<file path="src/rtl/wash_supply_arbiter.sv">
// wash_supply_arbiter
//
// Shares one hot-water inlet line between N dishwasher wash controllers.
// Grants the line round-robin, drives the physical supply valve from the
// granted unit's fill_valve_on, enforces a stuck-fill watchdog, and inserts
// a settle gap between grants.
//
// Handshake: req[i] is a level request that the unit raises before filling
// and holds until it is done. gnt[i] is the registered one-hot answer. The
// unit owns the inlet for every cycle gnt[i] is high. Dropping req[i]
// releases the line on the next clock edge. If req[i] is still high after
// HOLD_MAX granted cycles, the arbiter revokes the grant and marks the unit
// faulted.
//
// Ports:
//   clk            system clock, rising edge
//   reset          asynchronous, active-low reset
//   req[N]         per-unit inlet request (level)
//   fill_on[N]     per-unit fill_valve_on from each wash FSM
//   fault_clr[N]   per-unit watchdog fault clear pulse
//   gnt[N]         one-hot grant, registered
//   supply_valve   physical inlet valve drive, registered
//   busy           high while in GRANT or GUARD
//   active_id      index of the current or last granted unit
//   timeout_fault  sticky per-unit watchdog fault
module wash_supply_arbiter #(
    parameter int N         = 4,
    parameter int HOLD_MAX  = 1000,
    parameter int GUARD_CYC = 4,
    parameter int IDW       = $clog2(N)
) (
    input  logic           clk,
    input  logic           reset,
    input  logic [N-1:0]   req,
    input  logic [N-1:0]   fill_on,
    input  logic [N-1:0]   fault_clr,
    output logic [N-1:0]   gnt,
    output logic           supply_valve,
    output logic           busy,
    output logic [IDW-1:0] active_id,
    output logic [N-1:0]   timeout_fault
);

    localparam int HW = $clog2(HOLD_MAX + 1);
    localparam int GW = (GUARD_CYC > 0) ? $clog2(GUARD_CYC + 1) : 1;
    localparam logic [HW-1:0] HOLD_LAST  = HW'(HOLD_MAX - 1);
    localparam logic [HW-1:0] HOLD_SAT   = HW'(HOLD_MAX);
    localparam logic [GW-1:0] GUARD_LAST = GW'((GUARD_CYC > 0) ? GUARD_CYC - 1 : 0);
    localparam logic [GW-1:0] GUARD_SAT  = GW'(GUARD_CYC);

    typedef enum logic [1:0] {
        ST_IDLE  = 2'd0,
        ST_GRANT = 2'd1,
        ST_GUARD = 2'd2
    } state_t;

    // State is kept as a named enum so checkers can probe it hierarchically.
    state_t         state, state_nx;
    logic [N-1:0]   gnt_nx;
    logic           valve_nx;
    logic           busy_nx;
    logic [IDW-1:0] active_nx;
    logic [IDW-1:0] last, last_nx;
    logic [HW-1:0]  hold_cnt, hold_nx;
    logic [GW-1:0]  guard_cnt, guard_nx;
    logic [N-1:0]   fault_nx;
    logic [N-1:0]   fault_set;
    logic           leave;

    // Round-robin search: first eligible unit after the last winner.
    logic [N-1:0]   elig;
    logic           found;
    logic [IDW-1:0] winner;
    logic [IDW-1:0] idx;

    assign elig = req & ~timeout_fault;

    always_comb begin
        found  = 1'b0;
        winner = '0;
        idx    = '0;
        for (int k = 1; k <= N; k++) begin
            idx = IDW'((int'(last) + k) % N);
            if (!found && elig[idx]) begin
                found  = 1'b1;
                winner = idx;
            end
        end
    end

    always_comb begin
        state_nx  = state;
        gnt_nx    = gnt;
        valve_nx  = 1'b0;
        active_nx = active_id;
        last_nx   = last;
        hold_nx   = hold_cnt;
        guard_nx  = guard_cnt;
        fault_set = '0;
        leave     = 1'b0;

        case (state)
            ST_IDLE: begin
                gnt_nx = '0;
                if (found) begin
                    state_nx       = ST_GRANT;
                    gnt_nx[winner] = 1'b1;
                    active_nx      = winner;
                    last_nx        = winner;
                    hold_nx        = '0;
                end
            end
            ST_GRANT: begin
                // A release on the watchdog's final cycle is a clean release.
                if (!req[active_id]) begin
                    leave = 1'b1;
                end else if (hold_cnt == HOLD_LAST) begin
                    leave                = 1'b1;
                    fault_set[active_id] = 1'b1;
                end

                if (leave) begin
                    gnt_nx = '0;
                    if (GUARD_CYC > 0) begin
                        state_nx = ST_GUARD;
                        guard_nx = '0;
                    end else begin
                        state_nx = ST_IDLE;
                    end
                end else begin
                    valve_nx = fill_on[active_id];
                    if (hold_cnt != HOLD_SAT) begin
                        hold_nx = hold_cnt + 1'b1;
                    end
                end
            end
            ST_GUARD: begin
                gnt_nx = '0;
                if (guard_cnt >= GUARD_LAST) begin
                    state_nx = ST_IDLE;
                end else if (guard_cnt != GUARD_SAT) begin
                    guard_nx = guard_cnt + 1'b1;
                end
            end
            default: begin
                state_nx = ST_IDLE;
                gnt_nx   = '0;
            end
        endcase

        busy_nx = (state_nx != ST_IDLE);
        // A new fault outranks a clear arriving on the same edge.
        fault_nx = (timeout_fault & ~fault_clr) | fault_set;
    end

    always_ff @(posedge clk or negedge reset) begin
        if (!reset) begin
            state         <= ST_IDLE;
            gnt           <= '0;
            supply_valve  <= 1'b0;
            busy          <= 1'b0;
            active_id     <= '0;
            last          <= IDW'(N - 1);
            hold_cnt      <= '0;
            guard_cnt     <= '0;
            timeout_fault <= '0;
        end else begin
            state         <= state_nx;
            gnt           <= gnt_nx;
            supply_valve  <= valve_nx;
            busy          <= busy_nx;
            active_id     <= active_nx;
            last          <= last_nx;
            hold_cnt      <= hold_nx;
            guard_cnt     <= guard_nx;
            timeout_fault <= fault_nx;
        end
    end

endmodule

</file>
<file path="config.mk">
export PLATFORM = sky130hd
export DESIGN_NAME = wash_supply_arbiter
export DESIGN_NICKNAME = d
export VERILOG_FILES = /design/src/rtl/wash_supply_arbiter.sv
export SDC_FILE = /design/constraint.sdc
export NUM_CORES = 1
export LEC_CHECK = 0
export BUFFER_PORTS_ARGS = -buffer_cell sky130_fd_sc_hd__buf_2
export CORE_MARGIN = 2
export CORE_UTILIZATION = 30
export CTS_BUF_LIST = sky130_fd_sc_hd__clkbuf_8
export DETAILED_ROUTE_END_ITERATION = 10
export GPL_TIMING_DRIVEN = 0
export MAX_ROUTING_LAYER = met4
export PLACE_DENSITY_LB_ADDON = 0.2
export SLEW_MARGIN = 20
export SYNTH_ARGS = -nofsm -noshare
export SYNTH_HDL_FRONTEND = slang
export SYNTH_SLANG_ARGS = --single-unit
</file>
<file path="constraint.sdc">
create_clock -name clk -period 3.4 [get_ports clk]
set_clock_uncertainty 0.1 [all_clocks]
set_input_delay 0.51 -clock clk [delete_from_list [all_inputs] [get_ports clk]]
set_output_delay 0.51 -clock clk [all_outputs]
set_load 0.05 [all_outputs]
</file>
==> results.txt, run 1 <==
----------------------------------------------------
[STA]
  Rel. slew slack ... 55.1%
  Number of failing setup endpoints in the final timing report ... 0
  Worst Hold Margin ... 158 ps
  RSZ-0062 raised after global routing ... false
  Period utilization ... 56.5%
  Max Slew Vio Count ... 0
  Measured slew at the worst slew-check pin ... 674 ps
  Number of failing hold endpoints at the final stage ... 0
  FMAX ... 520 MHz
  Total negative slack for setup checks ... 0 ps
  Final min period ... 1920 ps

[Yosys]
  Count of flip-flops with a built-in enable after synthesis ... 0
  Top_reg_cell synth ... dfrtp_1
  Number of distinct standard cells referenced by the synthesized netlist ... 50
  Syn Std Cell Area ... 0.00158 mm2
  Part of the Yosys area used for sequential elements ... 46.0%
  Most area-hungry cell type in the Yosys netlist ... dfrtp_1
  Fraction of registers with async set or reset after synthesis ... 100%
  Flip-flop and latch count after synthesis ... 29
  Largest cells by area after synthesis ... dfrtp_1 (43%), mux2i_1 (5.7%), nand2_1 (4.3%), ha_1 (3.9%), nand2b_1 (3.6%)
  Average size of a mapped cell ... 10.2 um2
  Post-Synthesis Cells ... 156
  Synthesized netlist net count ... 175
  Share of the synthesized area in the top cell type ... 42.7%
  Warnings, synthesis ... 0

[Clocking]
  # hold bufs at CTS ... 0
  Insertion delay to the later sink of the worst-skew pair ... 290 ps
  Clock tree sinks ... 29
  Clock tree from TritonCTS ... built
  Post-cts gate resize count ... 0
  Post-CTS Setup Bufs ... 0
  Number of clock buffers inserted by TritonCTS ... 5
  Clock Tree Buf Depth ... 2
  H-tree depth ... 2
  Root buffer cell ... clkbuf_8
  Clk slew on worst S/H paths ... 70 ps

[Die]
  Count of standard-cell rows ... 26
  Die W ... 76.7 um
  Starting density of the core ... 31.0%
  Total die area ... 0.00588 mm2
  Core footprint ... 0.00511 mm2
  Die boundary height ... 76.7 um
  IO Pins ... 26

[Power]
  Largest vdd supply drop ... 0.449 mV
  PwrDens ... 763 mW/mm2
  Lkg Pwr ... 0.837 nW

[Routing]
  Number of nets with antenna violations after detailed routing ... 0
  Detailed-route DRC error count ... 0
  Number of vias per cell ... 4.95
  Sum of routed wire length over all layers ... 3.77 mm
  Vias after detailed routing ... 1281
  TritonRoute pass-1 iters ... 4
  Initial drt markers ... 126
  Wire per inst ... 14.5 um

[Setup path]
  Crit-path cells ... mux4_2 > nand2_2 > buf_6 > nor2_1 > a22o_1
  Buf/Inv on CP ... 1
  Data arrival time of the worst path ... 1990 ps
  Crit Path Category ... flip-flop to flip-flop
  Family with the most delay on the worst path ... multiplexers
  Worst-path cell with the longest stage delay ... mux4_2
  Category of the worst setup path launch point ... flip-flop
  Slowest cell delay on critical path ... 570 ps
  Worst Path Max Fanout ... 10
  Data required time at the worst endpoint ... 3470 ps
  Setup crit start ... active_id[1]$_DFFE_PN0P_
  Worst setup EP type ... flip-flop
  Source of the worst register-to-register timing path ... active_id[1]$_DFFE_PN0P_

[GRT]
  Overall track demand over capacity in global routing ... 14.1%
  GR Overflow Total ... 0
  Maximum number of pins on one net before global-route repair ... 30
  Global-route wire length before repair ... 6.42 mm
  Antenna violations before repair ... 0
  Via count of the first global-routing pass ... 1298

[Finish]
  Layout overhead on the synthesized area ... 19.1%
  Fill cells ... 538
  # nets final ... 207
  Fraction of layout instances using a drive strength above 1 ... 24.3%
  Ant. Diodes ... 0

[Placed design]
  Placed wire-length estimate ... 2.73 mm
  Final Wtd Congestion ... 0.797
  Number of port buffers ... 25

[Min path]
  Worst min path class ... input port to async pin

[Run]
  Max-Cap Viols ... 0

[Outcome]
  Run status ... complete, no violations

----------------------------------------------------
## final cells by class
type	count	area, um2	area share (%)
multi-input combinational	109	777	41.2
tap	70	87.6	4.64
inverter	12	45.0	2.39
clock inverter	2	7.51	0.398
sequential	29	728	38.6
timing repair buffer	25	125	6.63
buffer	6	33.8	1.79
clock buffer	6	82.6	4.38
## synth_stat cells, types with 2 or more instances
| library cell | instances |
|---|---|
| buf_2 | 2 |
| mux2i_1 | 9 |
| ha_1 | 5 |
| o22ai_1 | 3 |
| nand2_1 | 18 |
| inv_1 | 12 |
| o2bb2ai_1 | 2 |
| a22o_1 | 2 |
| nor4_1 | 3 |
| o32ai_1 | 2 |
| nor2_1 | 2 |
| dfrtp_1 | 27 |
| nand2b_1 | 9 |
| nand3_1 | 8 |
| nand3b_1 | 4 |
| o21ai_0 | 8 |
| nor3_1 | 3 |
| nand4_1 | 2 |
| dfstp_2 | 2 |
| nor2b_1 | 2 |
| clkbuf_1 | 2 |
## report_power, final
group,internal (W),switching (W)
registers,0.000444,0.0000695
clock network,0.000159,0.000129
logic,0.000216,0.000422
total,0.000818,0.000621
## cells by family after synthesis
logic type	count (synthesis)	share of synthesized area (%)
and+or+nand+nor	64	23.0
DFF	29	46.0
AOI/OAI and AO/OA	28	12.6
buffers and inverters	18	4.98
muxes	12	9.48
adders and majority gates	5	3.95
## path summary, 6_finish.rpt
path	endpoint	slack, ps	cells past startpoint
worst max register to register	gnt[0]$_DFFE_PN0N_	1480	5
min in group clk	timeout_fault[1]$_DFF_PN0_	310	2
worst min-delay path	hold_cnt[2]$_DFFE_PN0P_	160	1
max in group asynchronous	guard_cnt[0]$_DFFE_PN0P_	2600	1
worst max-delay path	gnt[0]$_DFFE_PN0N_	1480	5
worst min register to register	gnt[2]$_DFFE_PN0N_	390	1
## cell usage in the layout (no fill, tap or decap), types with 2 or more instances in the layout
master and count:
a22o_1 2, buf_2 27, clkbuf_1 2, clkbuf_8 6
dfrtp_1 27, dfstp_2 2, ha_1 5, inv_1 14
mux2i_1 9, nand2_1 18, nand2b_1 9, nand3_1 8
nand3b_1 4, nand4_1 2, nor2_1 2, nor2b_1 2
nor3_1 3, nor4_1 3, o21ai_0 8, o22ai_1 3
o2bb2ai_1 2, o32ai_1 2
## per-layer routing
metal | up-vias | part of all wire [%] | global-route usage, %
li1 | 629 | - | -
met1 | 627 | 49 | 18.3
met2 | 21 | 47 | 21.2
met3 | 4 | 3.0 | 3.65
met4 | 0 | 1.2 | 5.27
met5 | - | 0 | -
## sequential cells by signal, indices dropped and copies added, names as in the netlist
name and cells:
guard_cnt 3, busy 1, gnt 4, supply_valve 1, active_id 2, hold_cnt 10, state 2, last 2
timeout_fault 4
## stage by stage
stage                     instances  utilization (%)  setup WS [ps]  power, W  instance area, um2
after floorplan                 156                -           1370  0.000988                1580
after global placement          251             35.2           1320   0.00114                1800
after detailed placement        251             35.2           1310   0.00116                1800
after CTS                       259             36.9           1450   0.00146                1890
after global routing            259             36.9           1320   0.00154                1890
final                           259             36.9           1480   0.00144                1890
Power figures use the tool's default switching activity.
==> run 2, diff against run 1 <==
--- a/config.mk
+++ b/config.mk
@@ -5,6 +5,7 @@
 export SDC_FILE = /design/constraint.sdc
 export NUM_CORES = 1
 export LEC_CHECK = 0
+export ABC_AREA = 1
 export BUFFER_PORTS_ARGS = -buffer_cell sky130_fd_sc_hd__buf_2
 export CORE_MARGIN = 2
 export CORE_UTILIZATION = 30
==> constraint.sdc (replaced) <==
create_clock -name clk -period 1.8 [get_ports clk]
set_clock_uncertainty 0.1 [all_clocks]
set_input_delay 0.27 -clock clk [delete_from_list [all_inputs] [get_ports clk]]
set_output_delay 0.27 -clock clk [all_outputs]
set_load 0.05 [all_outputs]
==> results.txt, run 2 <==
----------------------------------------------------
[Outcome]
  Run status ... complete, but fails checks
  Violated checks ... setup timing

[Setup path]
  Crit Path Category ... flip-flop to flip-flop
  Data arrival time of the worst path ... 2030 ps (+40 ps)
  Data required time at the worst endpoint ... 1860 ps (-1610 ps)
  Category of the worst setup path launch point ... flip-flop
  Worst setup EP type ... flip-flop
  Worst Path Max Fanout ... 8 (-2)

[Routing]
  Number of nets with antenna violations after detailed routing ... 0 (unchanged)
  Number of vias per cell ... 4.64 (-6.2%)
  Wire per inst ... 12.5 um (-14%)
  Initial drt markers ... 104 (-17%)
  Vias after detailed routing ... 1736 (+36%)
  Detailed-route DRC error count ... 0 (unchanged)
  Sum of routed wire length over all layers ... 4.69 mm (+24%)
  TritonRoute pass-1 iters ... 4 (unchanged)

[Die]
  IO Pins ... 26 (unchanged)
  Count of standard-cell rows ... 28 (+7.7%)
  Core footprint ... 0.00599 mm2 (+17%)
  Die boundary height ... 83.2 um (+8.5%)
  Total die area ... 0.00692 mm2 (+18%)
  Die W ... 83.2 um (+8.5%)
  Starting density of the core ... 31.4% (+0.40 points)

[Yosys]
  Cell with the most instances after synthesis ... nand2_1
  Fraction of registers with async set or reset after synthesis ... 100% (unchanged)
  Average size of a mapped cell ... 7.44 um2 (-27%)
  Most area-hungry cell type in the Yosys netlist ... dfrtp_1
  Largest cells by area after synthesis ... dfrtp_1 (36%), nand2_1 (14%), nand3_1 (6.6%), inv_1 (6.6%), o21ai_2 (4.7%)
  Warnings, synthesis ... 0 (unchanged)
  Synthesized netlist net count ... 272 (+55%)
  Top_reg_cell synth ... dfrtp_1
  Number of distinct standard cells referenced by the synthesized netlist ... 28 (-44%)
  Count of flip-flops with a built-in enable after synthesis ... 0 (unchanged)
  Share of the synthesized area in the top cell type ... 35.9% (-6.7 points)
  Most common library cells after synthesis ... nand2_1 (71), inv_1 (33), dfrtp_1 (27)
  Post-Synthesis Cells ... 253 (+62%)
  Flip-flop and latch count after synthesis ... 29 (unchanged)
  Part of the Yosys area used for sequential elements ... 38.7% (-7.3 points)
  Syn Std Cell Area ... 0.00188 mm2 (+19%)

[Min path]
  Worst min path class ... input port to flip-flop

[Finish]
  # nets final ... 317 (+53%)
  Ant. Diodes ... 0 (unchanged)
  Registers with the most flip-flops ... hold_cnt x10, gnt x4, timeout_fault x4
  Most flop-heavy register ... hold_cnt
  Commonest cells after routing, fill and taps aside ... nand2_1 (43), inv_1 (32), buf_2 (26)
  Utilization after layout ... 44.5% (+7.5 points)
  Layout overhead on the synthesized area ... 41.6%
  Post-route cell area ... 0.00266 mm2 (+41%)
  Fraction of layout instances using a drive strength above 1 ... 47.2% (+23 points)
  Most common cell after layout, fill and taps aside ... nand2_1
  Largest register FFs ... 10 (unchanged)

[Power]
  Share of total power in the clock network ... 11.5% (-8.5 points)
  Fraction of power spent switching nets ... 51.3% (+8.1 points)
  Internal ... 0.00224 W (+170%)
  Largest vdd supply drop ... 1.05 mV (+130%)
  Power share of the sequential group ... 21.2% (-15 points)
  PwrDens ... 1720 mW/mm2 (+130%)
  Switching power total ... 0.00235 W (+280%)
  Share of power burned in combinational logic ... 67.2% (+23 points)
  Lkg Pwr ... 1.28 nW (+52%)

[Clocking]
  Root buffer cell ... clkbuf_8
  Clock tree sinks ... 29 (unchanged)
  H-tree depth ... 2 (unchanged)
  Clk slew on worst S/H paths ... 70 ps (about the same)
  Insertion delay to the later sink of the worst-skew pair ... 280 ps (about the same)
  Clock Tree Buf Depth ... 2 (unchanged)
  Number of clock buffers inserted by TritonCTS ... 5 (unchanged)
  Clock tree from TritonCTS ... built

[GRT]
  Overall track demand over capacity in global routing ... 13.7% (-0.35 points)
  Global-route wire length before repair ... 7.53 mm (+17%)
  Via count of the first global-routing pass ... 1650 (+27%)
  GR Overflow Total ... 0 (unchanged)
  Antenna violations before repair ... 0 (unchanged)
  Maximum number of pins on one net before global-route repair ... 30 (unchanged)

[STA]
  Smallest setup slack after layout ... -162 ps (-1640 ps)
  Final min period ... 1960 ps (+39.5 ps)
  RSZ-0062 raised after global routing ... true
  Rel. slew slack ... 56.8% (+1.7 points)
  Number of failing hold endpoints at the final stage ... 0 (unchanged)
  Number of failing setup endpoints in the final timing report ... 20 (+20)
  Period utilization ... 109% (+52 points)
  Max Slew Vio Count ... 0 (unchanged)
  Measured slew at the worst slew-check pin ... 648 ps (-26.0 ps)
  FMAX ... 510 MHz (-2.0%)

[Placed design]
  Number of port buffers ... 25 (unchanged)
  Worst slack, placed ... -166 ps (-1480 ps)
  Placed wire-length estimate ... 3.21 mm (+17%)
  Total placed instance area ... 0.00210 mm2 (+17%)
  Final Wtd Congestion ... 0.803 (+0.80%)

[Run]
  Max-Cap Viols ... 0 (unchanged)

----------------------------------------------------
run 2: changes by cell type after synthesis, moves of 4 or more:
cell,change
nand2_1,+53
inv_1,+21
nand3_1,+17
nor2_1,+16
nand2_2,+12
o21ai_2,+10
mux2i_1,-9
nand2b_1,-9
o21ai_1,+4
or2_2,+4
run 2: path summary, 6_finish.rpt:
path                                           from                         end  slack (ps)  cells after the start
worst max-delay path            last[0]$_DFFE_PN1P_    active_id[0]$_DFFE_PN0P_        -160                     12
worst min-delay path                   fault_clr[3]  timeout_fault[3]$_DFF_PN0_          60                      2
worst max register to register  last[0]$_DFFE_PN1P_    active_id[0]$_DFFE_PN0P_        -160                     12
worst min register to register   gnt[0]$_DFFE_PN0N_          gnt[0]$_DFFE_PN0N_         380                      2
max in group asynchronous                     reset    active_id[0]$_DFFE_PN0P_         690                      2
min in group asynchronous                     reset     hold_cnt[2]$_DFFE_PN0P_         440                      2
run 2: metal layers:
| layer | routed length (um) | global-route usage (%) | up-vias |
|---|---|---|---|
| li1 | - | - | 896 |
| met1 | 2320 | 18.0 | 805 |
| met2 | 2190 | 20.9 | 28 |
| met3 | 157 | 4.27 | 7 |
| met4 | 27 | 2.98 | 0 |
| met5 | 0 | - | - |
run 2: kinds of logic (layout without fill, tap and decap cells):
| logic type | Yosys count | after routing | synth area share (%) |
|---|---|---|---|
| AND/OR/NAND/NOR | 146 | 146 | 36.2 |
| buffers and inverters | 40 | 86 | 9.51 |
| AO/OA/AOI/OAI | 29 | 29 | 10.4 |
| flip-flops | 29 | 29 | 38.7 |
| adder cells (fa/ha/maj) | 5 | 5 | 3.32 |
| XOR/XNOR | 4 | 4 | 1.86 |
run 2: critical path: stages (launching register included):
cell and delay, ps:
dfstp_2 540, buf_8 130, clkinv_8 90, nand3_4 70
nand2_2 70, nand2_2 80, nand2_4 70, buf_4 140
nand3b_1 170, nand2_2 130, clkinv_4 120, nand2_4 80
o21ai_2 50
run 2: cell type report:
cell class              instances  area (um2)
plain buffers                   3        40.0
inverters                      36         153
clock inverters                 3        17.5
multi-input cells             184        1290
fillers                       569        3330
flip-flops and latches         29         732
well taps                      75        93.8
clock buffers                   5        68.8
repair buffers                 39         269
run 2: power by group through the flow:
| stage | clock network, W | logic [W] | registers, W |
|---|---|---|---|
| floorplan | 0 | 0.00132 | 0.00119 |
| global placement | 0 | 0.00197 | 0.000978 |
| detailed placement | 0 | 0.00199 | 0.000978 |
| CTS | 0.000545 | 0.00267 | 0.000970 |
| global route | 0.000583 | 0.00336 | 0.000999 |
| finish | 0.000528 | 0.00308 | 0.000974 |
run 2: per-stage QoR:
| stage | instances | TNS [ps] | total power, W | hold WS, ps |
|---|---|---|---|---|
| floorplan | 253 | 0 | 0.00251 | -126 |
| CTS | 371 | -1440 | 0.00418 | 49.9 |
| finish | 374 | -2490 | 0.00459 | 62.4 |
| detailed placement | 353 | -2220 | 0.00297 | 249 |
| global route | 374 | -4060 | 0.00494 | 55.4 |
| global placement | 353 | -1950 | 0.00294 | 246 |
run 2: timing repair:
item | 4_1_cts | 5_1_grt
endpoints found under the hold margin | 27 | 0
pin swaps | 9 | 18
resized for setup | 38 | 55
hold buffers | 1 | 0
setup endpoints to repair | 21 | 24
buffers inserted | 8 | 5
cloned | 1 | 0
==> run 3, diff against run 2 <==
==> constraint.sdc (replaced) <==
create_clock -name clk -period 1.8 [get_ports clk]
set_clock_uncertainty 0.1 [all_clocks]
set_input_delay 0.18 -clock clk [delete_from_list [all_inputs] [get_ports clk]]
set_output_delay 0.18 -clock clk [all_outputs]
set_load 0.05 [all_outputs]
==> results.txt, run 3 (same netlist as run 2, synthesis figures left out) <==
----------------------------------------------------
[Min path]
  Worst Hold End ... supply_valve$_DFF_PN0_
  Beginning of the worst hold path ... fill_on[0]
  Hold Path Depth ... 3 (+1)
  Worst min path class ... input port to flip-flop

[Clocking]
  Clk slew on worst S/H paths ... 70 ps (about the same)
  H-tree depth ... 2 (unchanged)
  Clock tree from TritonCTS ... built
  Clock Tree Buf Depth ... 2 (unchanged)
  Insertion delay to the later sink of the worst-skew pair ... 280 ps (about the same)
  Clock tree sinks ... 29 (unchanged)
  Root buffer cell ... clkbuf_8
  Number of clock buffers inserted by TritonCTS ... 5 (unchanged)

[Placed design]
  Placed wire-length estimate ... 3.21 mm (unchanged)
  Final Wtd Congestion ... 0.803 (unchanged)
  Total placed instance area ... 0.00210 mm2 (unchanged)
  Worst slack, placed ... -166 ps (unchanged)
  Number of port buffers ... 25 (unchanged)

[Finish]
  Utilization after layout ... 45.1% (+0.67 points)
  Most flop-heavy register ... hold_cnt
  Fraction of layout instances using a drive strength above 1 ... 46.5% (-0.62 points)
  Largest register FFs ... 10 (unchanged)
  Commonest cells after routing, fill and taps aside ... nand2_1 (43), inv_1 (32), buf_2 (26)
  Ant. Diodes ... 0 (unchanged)
  Area taken by multi-input logic gates ... 0.00129 mm2 (unchanged)
  Registers with the most flip-flops ... hold_cnt x10, gnt x4, timeout_fault x4
  # nets final ... 321 (+1.3%)
  Sequential cell area ... 732 um2 (unchanged)
  Post-route cell area ... 0.00270 mm2 (+1.5%)
  Most common cell after layout, fill and taps aside ... nand2_1
  Fill cells ... 565 (-0.70%)
  Layout overhead on the synthesized area ... 43.7%

[GRT]
  GR Overflow Total ... 0 (unchanged)
  Met3 routing resource usage after global routing ... 4.27% (unchanged)
  Grt met2 use ... 21.2% (+0.29 points)
  Via count of the first global-routing pass ... 1655 (+0.30%)
  Antenna violations before repair ... 0 (unchanged)
  Overall track demand over capacity in global routing ... 13.8% (+0.070 points)
  Met1 routing resource usage after global routing ... 18.0% (-0.039 points)
  Maximum number of pins on one net before global-route repair ... 30 (unchanged)
  Most used routing layer in global routing ... met2
  Global-route wire length before repair ... 7.55 mm (+0.28%)

[Die]
  Count of standard-cell rows ... 28 (unchanged)
  Total die area ... 0.00692 mm2 (unchanged)
  Die boundary height ... 83.2 um (unchanged)
  IO Pins ... 26 (unchanged)
  Core footprint ... 0.00599 mm2 (unchanged)
  Die W ... 83.2 um (unchanged)
  Starting density of the core ... 31.4% (unchanged)

[Setup path]
  Worst Reg-to-Reg Cells ... 12 (unchanged)
  Endpoint of the most critical register-to-register path ... active_id[0]$_DFFE_PN0P_
  Category of the worst setup path launch point ... flip-flop
  Worst setup EP type ... flip-flop
  Source of the worst register-to-register timing path ... last[0]$_DFFE_PN1P_
  Worst Path Max Fanout ... 8 (unchanged)
  Internal reg-to-reg setup slack ... -160 ps (about the same)
  Crit Path Category ... flip-flop to flip-flop
  Data required time at the worst endpoint ... 1860 ps (about the same)
  Data arrival time of the worst path ... 2030 ps (about the same)

[Routing]
  Number of nets with antenna violations after detailed routing ... 0 (unchanged)
  Number of vias per cell ... 4.63 (-0.20%)
  Initial drt markers ... 100 (-3.8%)
  Wire per inst ... 12.5 um (-0.26%)
  Vias after detailed routing ... 1751 (+0.86%)
  Sum of routed wire length over all layers ... 4.73 mm (+0.81%)
  TritonRoute pass-1 iters ... 4 (unchanged)
  Detailed-route DRC error count ... 0 (unchanged)

[Power]
  Internal ... 0.00224 W (+0.25%)
  Largest vdd supply drop ... 1.05 mV (about the same)
  Switching power total ... 0.00235 W (about the same)
  PwrDens ... 1700 mW/mm2 (-1.4%)
  Share of total power in the clock network ... 11.4% (about the same)
  Share of power burned in combinational logic ... 67.3% (about the same)
  Power share of the sequential group ... 21.2% (about the same)
  Lkg Pwr ... 1.29 nW (+1.3%)
  Fraction of power spent switching nets ... 51.2% (-0.083 points)

[Run]
  Max-Cap Viols ... 0 (unchanged)

[STA]
  Max Slew Vio Count ... 0 (unchanged)
  Number of failing hold endpoints at the final stage ... 0 (unchanged)
  Smallest setup slack after layout ... -162 ps (-0.0640 ps)
  FMAX ... 510 MHz (about the same)
  Rel. slew slack ... 56.9% (+0.13 points)
  Period utilization ... 109% (about the same)
  Worst Hold Margin ... 65.8 ps (+3.40 ps)
  Number of failing setup endpoints in the final timing report ... 20 (unchanged)
  Measured slew at the worst slew-check pin ... 646 ps (-1.99 ps)
  RSZ-0062 raised after global routing ... true
  Final min period ... 1960 ps (+0.0640 ps)

[Outcome]
  Run status ... complete, but fails checks
  Violated checks ... setup timing

----------------------------------------------------
==> run 3: critical path, stage by stage, from the launching register on <==
cell	delay, ps
dfstp_2	540
buf_8	130
clkinv_8	90
nand3_4	70
nand2_2	70
nand2_2	80
nand2_4	70
buf_4	140
nand3b_1	170
nand2_2	130
clkinv_4	120
nand2_4	80
o21ai_2	50
==> run 3: layout make-up <==
cell class              instances  share of cell area [%]
plain buffers                   3                    1.48
clock buffers                   5                    2.55
clock inverters                 3                   0.648
inverters                      36                    5.65
multi-input cells             184                    47.7
flip-flops and latches         29                    27.1
well taps                      75                    3.47
repair buffers                 43                    11.4
==> run 3: stage by stage <==
step | cells | setup TNS [ps] | total power, W
CTS | 375 | -1440 | 0.00419
global route | 378 | -4060 | 0.00495
detailed placement | 353 | -2220 | 0.00297
global placement | 353 | -1950 | 0.00294
floorplan | 253 | 0 | 0.00251
finish | 378 | -2490 | 0.00459
==> run 3: timing repair <==
| action | 4_1_cts | 5_1_grt |
|---|---|---|
| setup buffers | 8 | 5 |
| endpoints found under the hold margin | 31 | 0 |
| endpoints found under the setup margin | 21 | 24 |
| gates cloned | 1 | 0 |
| pin swaps | 9 | 18 |
| resized for setup | 38 | 55 |
| hold buffers | 5 | 0 |
==> run 3: how the worst max path moves through the flow <==
stage                                to  cells after the start                  startpoint  slack, ps
3_5_place_dp   active_id[1]$_DFFE_PN0P_                     12         last[0]$_DFFE_PN1P_       -170
2_1_floorplan   hold_cnt[3]$_DFFE_PN0P_                     10  timeout_fault[0]$_DFF_PN0_          2
4_1_cts         hold_cnt[4]$_DFFE_PN0P_                     13         last[0]$_DFFE_PN1P_       -120
6_report       active_id[0]$_DFFE_PN0P_                     12         last[0]$_DFFE_PN1P_       -160
3_3_place_gp   active_id[0]$_DFFE_PN0P_                     12         last[0]$_DFFE_PN1P_       -150
5_1_grt        active_id[0]$_DFFE_PN0P_                     12         last[0]$_DFFE_PN1P_       -250
==> run 3: layer usage <==
metal	vias up	part of all wire, %
li1	904	-
met1	812	49
met2	28	47
met3	7	3.6
met4	0	0.57
met5	-	0
==> run 3: power by group through the flow <==
stage / Sequential (W) / Clock [W] / Combinational (W)
finish: 0.000975 / 0.000525 / 0.00309
global route: 0.000999 / 0.000582 / 0.00337
CTS: 0.000970 / 0.000545 / 0.00268
floorplan: 0.00119 / 0 / 0.00132
global placement: 0.000978 / 0 / 0.00197
detailed placement: 0.000978 / 0 / 0.00199
